File: src/rtl/sc_statemachine_opseq_pkg.sv
// Shared encodings for the command-driven datapath sequencer:
// FSM states, write-condition codes and the idle-code building blocks.
package sc_statemachine_opseq_pkg;

  typedef enum logic [2:0] {
    ST_IDLE  = 3'd0,
    ST_OPER  = 3'd1,
    ST_LOAD  = 3'd2,
    ST_SHIFT = 3'd3,
    ST_WRITE = 3'd4,
    ST_DONE  = 3'd5
  } state_t;

  localparam logic [2:0] COND_ALWAYS     = 3'b000;
  localparam logic [2:0] COND_ZERO       = 3'b001;
  localparam logic [2:0] COND_CARRY      = 3'b010;
  localparam logic [2:0] COND_NEGATIVE   = 3'b011;
  localparam logic [2:0] COND_OVERFLOW   = 3'b100;
  localparam logic [2:0] COND_NOT_ZERO   = 3'b101;
  localparam logic [2:0] COND_NEVER      = 3'b110;
  localparam logic [2:0] COND_ALWAYS_ALT = 3'b111;

  // Idle selects are all-ones at any width; replicate this bit to build them.
  localparam logic IDLE_SEL_BIT = 1'b1;
  localparam logic IDLE_LOAD_N  = 1'b1;

endpackage

File: src/rtl/sc_statemachine_condeval.sv
// Evaluates a 3-bit write condition against active-high ALU flags.
module sc_statemachine_condeval
  import sc_statemachine_opseq_pkg::*;
(
  input  logic [2:0] cond,
  input  logic       zero,
  input  logic       carry,
  input  logic       negative,
  input  logic       overflow,
  output logic       take_write
);

  always_comb begin
    take_write = 1'b0;
    case (cond)
      COND_ALWAYS:     take_write = 1'b1;
      COND_ZERO:       take_write = zero;
      COND_CARRY:      take_write = carry;
      COND_NEGATIVE:   take_write = negative;
      COND_OVERFLOW:   take_write = overflow;
      COND_NOT_ZERO:   take_write = ~zero;
      COND_NEVER:      take_write = 1'b0;
      COND_ALWAYS_ALT: take_write = 1'b1;
      default:         take_write = 1'b0;
    endcase
  end

endmodule

File: src/rtl/sc_statemachine_opseq.sv
// Command-driven micro-sequencer: OPER -> LOAD -> SHIFT* -> WRITE -> DONE,
// driving mux/ALU/shifter/write-decoder selects from a latched command.
module sc_statemachine_opseq
  import sc_statemachine_opseq_pkg::*;
#(
  parameter int DATAWIDTH_DECODER_SELECTION    = 3,
  parameter int DATAWIDTH_MUX_SELECTION        = 3,
  parameter int DATAWIDTH_ALU_SELECTION        = 4,
  parameter int DATAWIDTH_REGSHIFTER_SELECTION = 2,
  parameter int DATAWIDTH_SHIFTCOUNT           = 3
) (
  input  logic                                      SC_STATEMACHINE_CLOCK_50,
  input  logic                                      SC_STATEMACHINE_Reset_InHigh,
  input  logic                                      SC_STATEMACHINE_Start_InHigh,
  input  logic [DATAWIDTH_MUX_SELECTION-1:0]        SC_STATEMACHINE_CmdSrcA_In,
  input  logic [DATAWIDTH_MUX_SELECTION-1:0]        SC_STATEMACHINE_CmdSrcB_In,
  input  logic [DATAWIDTH_ALU_SELECTION-1:0]        SC_STATEMACHINE_CmdALU_In,
  input  logic [DATAWIDTH_REGSHIFTER_SELECTION-1:0] SC_STATEMACHINE_CmdShiftDir_In,
  input  logic [DATAWIDTH_SHIFTCOUNT-1:0]           SC_STATEMACHINE_CmdShiftCount_In,
  input  logic [DATAWIDTH_DECODER_SELECTION-1:0]    SC_STATEMACHINE_CmdDest_In,
  input  logic [2:0]                                SC_STATEMACHINE_CmdCond_In,
  input  logic                                      SC_STATEMACHINE_Overflow_InLow,
  input  logic                                      SC_STATEMACHINE_Carry_InLow,
  input  logic                                      SC_STATEMACHINE_Negative_InLow,
  input  logic                                      SC_STATEMACHINE_Zero_InLow,
  output logic [DATAWIDTH_DECODER_SELECTION-1:0]    SC_STATEMACHINE_DecoderSelectionWrite_Out,
  output logic [DATAWIDTH_MUX_SELECTION-1:0]        SC_STATEMACHINE_MUXSelectionBUSA_Out,
  output logic [DATAWIDTH_MUX_SELECTION-1:0]        SC_STATEMACHINE_MUXSelectionBUSB_Out,
  output logic [DATAWIDTH_ALU_SELECTION-1:0]        SC_STATEMACHINE_ALUSelection_Out,
  output logic                                      SC_STATEMACHINE_RegSHIFTERLoad_OutLow,
  output logic [DATAWIDTH_REGSHIFTER_SELECTION-1:0] SC_STATEMACHINE_RegSHIFTERShiftSelection_OutLow,
  output logic                                      SC_STATEMACHINE_Busy_Out,
  output logic                                      SC_STATEMACHINE_Done_Out,
  output logic                                      SC_STATEMACHINE_CondTaken_Out
);

  localparam logic [DATAWIDTH_DECODER_SELECTION-1:0]    IDLE_DEC   = {DATAWIDTH_DECODER_SELECTION{IDLE_SEL_BIT}};
  localparam logic [DATAWIDTH_MUX_SELECTION-1:0]        IDLE_MUX   = {DATAWIDTH_MUX_SELECTION{IDLE_SEL_BIT}};
  localparam logic [DATAWIDTH_ALU_SELECTION-1:0]        IDLE_ALU   = {DATAWIDTH_ALU_SELECTION{IDLE_SEL_BIT}};
  localparam logic [DATAWIDTH_REGSHIFTER_SELECTION-1:0] IDLE_SHIFT = {DATAWIDTH_REGSHIFTER_SELECTION{IDLE_SEL_BIT}};
  localparam logic [DATAWIDTH_REGSHIFTER_SELECTION-1:0] SHIFT_LEFT  = DATAWIDTH_REGSHIFTER_SELECTION'(1);
  localparam logic [DATAWIDTH_REGSHIFTER_SELECTION-1:0] SHIFT_RIGHT = DATAWIDTH_REGSHIFTER_SELECTION'(2);
  localparam logic [DATAWIDTH_SHIFTCOUNT-1:0]           CNT_ZERO    = '0;
  localparam logic [DATAWIDTH_SHIFTCOUNT-1:0]           CNT_ONE     = DATAWIDTH_SHIFTCOUNT'(1);

  state_t                                    state;
  logic [DATAWIDTH_MUX_SELECTION-1:0]        cmd_src_a;
  logic [DATAWIDTH_MUX_SELECTION-1:0]        cmd_src_b;
  logic [DATAWIDTH_ALU_SELECTION-1:0]        cmd_alu;
  logic [DATAWIDTH_REGSHIFTER_SELECTION-1:0] cmd_dir;
  logic [DATAWIDTH_SHIFTCOUNT-1:0]           cmd_count;
  logic [DATAWIDTH_DECODER_SELECTION-1:0]    cmd_dest;
  logic [2:0]                                cmd_cond;
  logic [DATAWIDTH_SHIFTCOUNT-1:0]           shift_cnt;
  logic flag_z, flag_c, flag_n, flag_v;
  logic eval_z, eval_c, eval_n, eval_v;
  logic take_write;
  logic [DATAWIDTH_REGSHIFTER_SELECTION-1:0] shift_code;

  // Outputs are registered, so the WRITE decoder value is decided on the edge
  // entering WRITE; coming from LOAD the flags are being latched that same edge.
  always_comb begin
    eval_z = flag_z;
    eval_c = flag_c;
    eval_n = flag_n;
    eval_v = flag_v;
    if (state == ST_LOAD) begin
      eval_z = ~SC_STATEMACHINE_Zero_InLow;
      eval_c = ~SC_STATEMACHINE_Carry_InLow;
      eval_n = ~SC_STATEMACHINE_Negative_InLow;
      eval_v = ~SC_STATEMACHINE_Overflow_InLow;
    end
  end

  assign shift_code = (cmd_dir == SHIFT_LEFT || cmd_dir == SHIFT_RIGHT) ? cmd_dir : IDLE_SHIFT;

  sc_statemachine_condeval u_condeval (
    .cond       (cmd_cond),
    .zero       (eval_z),
    .carry      (eval_c),
    .negative   (eval_n),
    .overflow   (eval_v),
    .take_write (take_write)
  );

  always_ff @(posedge SC_STATEMACHINE_CLOCK_50 or posedge SC_STATEMACHINE_Reset_InHigh) begin
    if (SC_STATEMACHINE_Reset_InHigh) begin
      state     <= ST_IDLE;
      cmd_src_a <= '0;
      cmd_src_b <= '0;
      cmd_alu   <= '0;
      cmd_dir   <= '0;
      cmd_count <= '0;
      cmd_dest  <= '0;
      cmd_cond  <= '0;
      shift_cnt <= '0;
      flag_z    <= 1'b0;
      flag_c    <= 1'b0;
      flag_n    <= 1'b0;
      flag_v    <= 1'b0;
      SC_STATEMACHINE_CondTaken_Out                   <= 1'b0;
      SC_STATEMACHINE_DecoderSelectionWrite_Out       <= IDLE_DEC;
      SC_STATEMACHINE_MUXSelectionBUSA_Out            <= IDLE_MUX;
      SC_STATEMACHINE_MUXSelectionBUSB_Out            <= IDLE_MUX;
      SC_STATEMACHINE_ALUSelection_Out                <= IDLE_ALU;
      SC_STATEMACHINE_RegSHIFTERLoad_OutLow           <= IDLE_LOAD_N;
      SC_STATEMACHINE_RegSHIFTERShiftSelection_OutLow <= IDLE_SHIFT;
      SC_STATEMACHINE_Busy_Out                        <= 1'b0;
      SC_STATEMACHINE_Done_Out                        <= 1'b0;
    end else begin
      // Each branch below describes the outputs of the state being entered.
      SC_STATEMACHINE_DecoderSelectionWrite_Out       <= IDLE_DEC;
      SC_STATEMACHINE_MUXSelectionBUSA_Out            <= IDLE_MUX;
      SC_STATEMACHINE_MUXSelectionBUSB_Out            <= IDLE_MUX;
      SC_STATEMACHINE_ALUSelection_Out                <= IDLE_ALU;
      SC_STATEMACHINE_RegSHIFTERLoad_OutLow           <= IDLE_LOAD_N;
      SC_STATEMACHINE_RegSHIFTERShiftSelection_OutLow <= IDLE_SHIFT;
      SC_STATEMACHINE_Busy_Out                        <= 1'b1;
      SC_STATEMACHINE_Done_Out                        <= 1'b0;
      case (state)
        ST_IDLE: begin
          if (SC_STATEMACHINE_Start_InHigh) begin
            cmd_src_a <= SC_STATEMACHINE_CmdSrcA_In;
            cmd_src_b <= SC_STATEMACHINE_CmdSrcB_In;
            cmd_alu   <= SC_STATEMACHINE_CmdALU_In;
            cmd_dir   <= SC_STATEMACHINE_CmdShiftDir_In;
            cmd_count <= SC_STATEMACHINE_CmdShiftCount_In;
            cmd_dest  <= SC_STATEMACHINE_CmdDest_In;
            cmd_cond  <= SC_STATEMACHINE_CmdCond_In;
            state     <= ST_OPER;
            SC_STATEMACHINE_MUXSelectionBUSA_Out <= SC_STATEMACHINE_CmdSrcA_In;
            SC_STATEMACHINE_MUXSelectionBUSB_Out <= SC_STATEMACHINE_CmdSrcB_In;
            SC_STATEMACHINE_ALUSelection_Out     <= SC_STATEMACHINE_CmdALU_In;
          end else begin
            SC_STATEMACHINE_Busy_Out <= 1'b0;
          end
        end
        ST_OPER: begin
          state <= ST_LOAD;
          SC_STATEMACHINE_MUXSelectionBUSA_Out  <= cmd_src_a;
          SC_STATEMACHINE_MUXSelectionBUSB_Out  <= cmd_src_b;
          SC_STATEMACHINE_ALUSelection_Out      <= cmd_alu;
          SC_STATEMACHINE_RegSHIFTERLoad_OutLow <= 1'b0;
        end
        ST_LOAD: begin
          flag_z <= eval_z;
          flag_c <= eval_c;
          flag_n <= eval_n;
          flag_v <= eval_v;
          if (cmd_count == CNT_ZERO) begin
            state <= ST_WRITE;
            SC_STATEMACHINE_DecoderSelectionWrite_Out <= take_write ? cmd_dest : IDLE_DEC;
          end else begin
            state     <= ST_SHIFT;
            shift_cnt <= cmd_count;
            SC_STATEMACHINE_RegSHIFTERShiftSelection_OutLow <= shift_code;
          end
        end
        ST_SHIFT: begin
          shift_cnt <= shift_cnt - CNT_ONE;
          if (shift_cnt == CNT_ONE) begin
            state <= ST_WRITE;
            SC_STATEMACHINE_DecoderSelectionWrite_Out <= take_write ? cmd_dest : IDLE_DEC;
          end else begin
            SC_STATEMACHINE_RegSHIFTERShiftSelection_OutLow <= shift_code;
          end
        end
        ST_WRITE: begin
          state                         <= ST_DONE;
          SC_STATEMACHINE_CondTaken_Out <= take_write;
          SC_STATEMACHINE_Done_Out      <= 1'b1;
        end
        ST_DONE: begin
          state                    <= ST_IDLE;
          SC_STATEMACHINE_Busy_Out <= 1'b0;
        end
        default: begin
          state                    <= ST_IDLE;
          SC_STATEMACHINE_Busy_Out <= 1'b0;
        end
      endcase
    end
  end

endmodule

File: config.mk
export PLATFORM = sky130hd
export DESIGN_NAME = sc_statemachine_opseq
export DESIGN_NICKNAME = d
export VERILOG_FILES = /design/src/rtl/sc_statemachine_opseq_pkg.sv /design/src/rtl/sc_statemachine_condeval.sv /design/src/rtl/sc_statemachine_opseq.sv
export SDC_FILE = /design/constraint.sdc
export NUM_CORES = 1
export LEC_CHECK = 0
export CAP_MARGIN = 10
export CORE_MARGIN = 10
export CORE_UTILIZATION = 45
export CTS_CLUSTER_DIAMETER = 150
export DETAILED_ROUTE_END_ITERATION = 10
export HOLD_SLACK_MARGIN = 0.15
export PLACE_DENSITY_LB_ADDON = 0.2
export SLEW_MARGIN = 20
export SYNTH_ARGS = -nofsm -noshare
export SYNTH_HDL_FRONTEND = slang
export SYNTH_HIERARCHICAL = 1
export SYNTH_SLANG_ARGS = --single-unit
export TNS_END_PERCENT = 20
File: constraint.sdc
create_clock -name SC_STATEMACHINE_CLOCK_50 -period 2 [get_ports SC_STATEMACHINE_CLOCK_50]
set_input_delay 0.5 -clock SC_STATEMACHINE_CLOCK_50 [delete_from_list [all_inputs] [get_ports SC_STATEMACHINE_CLOCK_50]]
set_output_delay 0.5 -clock SC_STATEMACHINE_CLOCK_50 [all_outputs]
set_load 0.005 [all_outputs]
==> flow_summary.yaml <==
outcome:
  status: "finished, final reports clean"
logic_synthesis:
  synth_edf_count: 0
  synth-warning-count: 6
  async_reset_ff_share_pct: 100.0
  synth.net_count: 189
  synth_ff_type: "dfrtp_1"
  yosysSeqAreaShare_pct: 60.69
  synth-seq-cells: 50
  synthDistinctLibCells: 39
  synth.avg_cell_area_um2: 13.17
  syn_area_um2: 2095
  syn_inst: 159
setup_path:
  worstSetupPathType: "reg2out"
  slowest_delay_ps: 530
  cp.depth: 1
  cp-end-kind: "output pin"
  worst-path-buf-inv: 1
  crit_slowest_cell: "dfstp_2"
  cp_top_family: "flip-flops"
  critPathLaunchType: "flip-flop"
  cp_data_required_time_ps: 1500
  cp_max_fo: 1
  crit_arrival_ps: 1340
  rr_worst_depth: 9
  crit_chain: "clkdlybuf4s50_1"
timing:
  fin_crit_ps: 1839
  rsz0062_at_grt: "no"
  min_period_over_period_pct: 91.95
  fin_ws_ps: 160.9
  slew_headroom_pct: 72.35
  setup_violations: 0
  fmax_mhz: 543.8
  finalHoldViolCount: 0
  fin_worst_skew_ps: 4.209
  tightest_slew_ps: 413.3
  drv_slew: 0
power:
  p_int_uw: 2841
  p_comb_share_pct: 43.1
  swShare_pct: 32.14
  clock_power_share_pct: 14.2
  power.density_nw_per_um2: 1494
  power.leakage_uw: 0.001165
  ir_drop_mv: 0.6542
  seqPwrFrac_pct: 42.8
  p_sw_uw: 1346
layout:
  final-instance-count-excl-fill: 273
  nFillCells: 344
  design_area_um2: 2801
  final_core_util_pct: 63.03
  final_common_cell: "clkdlybuf4s50_1"
  drive_gt1_share_pct: 30.77
  final_cell_mix: "46 x clkdlybuf4s50_1, 34 x dfrtp_1, 21 x mux2_2"
  nets: 250
  area_growth_pct: 33.75
  diodes: 0
routing:
  ant_nets: 0
  drt_iter0_markers: 53
  drt-vias-per-instance: 5.410
  wirelength_mm: 4.519
  post-route-drc-count: 0
  drt-pass1-iter-count: 4
  avgRoutedWirePerCell_um: 16.55
  num_vias: 1477
place:
  port_buffers: 46
  dp.cells: 265
  placement.setup.worst_slack_ps: -101.5
  dpl_cell_area_um2: 2706
  place_congestion: 0.8554
  dp_hpwl_mm: 3.490
worst_hold_path:
  min_path_cells: 1
  hold_class: "reg2reg"
cts:
  cts_tree: "built"
  h-tree-depth: 2
  cts.sinks: 50
  clk_latency_ps: 290
  cts_root_buf: "clkbuf_8"
  cts-buffers-inserted: 5
  clock_path_buffers: 2
  ctsHoldBuffers: 0
  path_clk_slew_ps: 90
global_route:
  gr-total-overflow: 0
  antenna_found_initial: 0
  grt_pass1_vias: 1583
  track_usage_pct: 12.61
  grt_pass1_wl_mm: 7.803
  grt_max_degree: 24
run:
  drv_cap: 0
die:
  io_pins: 47
  initial_core_util_pct: 47.13
  fp-row-count: 24
  die_height_um: 88.23
  coreArea_um2: 4444
  die-area_um2: 7784
  die_x_um: 88.23
-- power groups by stage --
stage,Combinational (uW),Sequential (uW),Clock (uW)
floorplan,1100,1770,0
global placement,1720,1790,0
detailed placement,1800,1820,0
CTS,1820,1800,611
global route,2010,1860,651
finish,1800,1790,593
-- Yosys cell counts (3+ instances only) --
cell,number,area [um2]
nand3b_1,6,45.04
nor2_1,6,22.52
nand2_1,8,30.03
dfrtp_1,34,850.8
buf_2,3,15.01
nand2b_1,5,31.28
o22ai_1,5,31.28
mux2_2,21,236.5
a21oi_1,9,45.04
o22a_1,5,43.79
inv_1,6,22.52
dfstp_2,16,420.4
o21ai_0,3,15.01
-- stage by stage --
step                setup TNS, ps  power [uW]  hold slack [ps]
floorplan                       0        2866            407.7
global placement           -61.87        3511            419.2
detailed placement         -101.5        3621            429.0
CTS                             0        4224            441.4
global route                    0        4517            474.9
finish                          0        4187            440.6
-- worst paths after layout --
path	start	to	slack, ps
max	SC_STATEMACHINE_MUXSelectionBUSA_Out[0]	SC_STATEMACHINE_MUXSelectionBUSA_Out[0]	160
min	cmd_dir[0]	SC_STATEMACHINE_RegSHIFTERShiftSelection_OutLow[1]	440
max reg2reg	state[1]	SC_STATEMACHINE_CondTaken_Out	180
min reg2reg	cmd_dir[0]	SC_STATEMACHINE_RegSHIFTERShiftSelection_OutLow[1]	440
max in group asynchronous	SC_STATEMACHINE_Reset_InHigh	SC_STATEMACHINE_RegSHIFTERShiftSelection_OutLow[0]	920
min in group asynchronous	SC_STATEMACHINE_Reset_InHigh	shift_cnt[1]	510
-- cell families after synthesis --
group / count (synthesis) / synth area share, %
buf+inv: 11 / 2.508
fa+ha+maj: 2 / 1.195
compound gates: 34 / 11.77
mux: 23 / 12.31
flops: 50 / 60.69
simple gates: 39 / 11.53
-- registers in the layout (all words and copies together) (netlist names), 2 cells and up --
name	cells
SC_STATEMACHINE_ALUSelection_Out	4
SC_STATEMACHINE_DecoderSelectionWrite_Out	3
SC_STATEMACHINE_MUXSelectionBUSA_Out	3
SC_STATEMACHINE_MUXSelectionBUSB_Out	3
SC_STATEMACHINE_RegSHIFTERShiftSelection_OutLow	2
cmd_alu	4
cmd_cond	3
cmd_count	3
cmd_dest	3
cmd_dir	2
cmd_src_a	3
cmd_src_b	3
shift_cnt	3
state	3
-- area by class of cell --
class	count	area [um2]	area share, %
Clock buffer	6	82.58	2.948
Clock inverter	2	12.51	0.4466
Inverter	6	22.52	0.8039
Multi-Input combinational cell	98	777.0	27.74
Sequential cell	50	1271	45.38
Tap cell	52	65.06	2.322
Timing Repair Buffer	59	570.5	20.37
-- routing by layer --
| layer | GRT usage, % | up-vias | wire length [um] |
|---|---|---|---|
| li1 | - | 693 | - |
| met1 | 15.67 | 744 | 1958 |
| met2 | 20.09 | 34 | 2240 |
| met3 | 4.504 | 6 | 272 |
| met4 | 3.965 | 0 | 48 |
| met5 | 0 | - | 0 |
-- repair_timing --
action	in CTS	in global routing
buffers inserted	0	0
endpoints found under the setup margin	0	1
gates resized for setup	0	1
(Power assumes the default switching activity.)
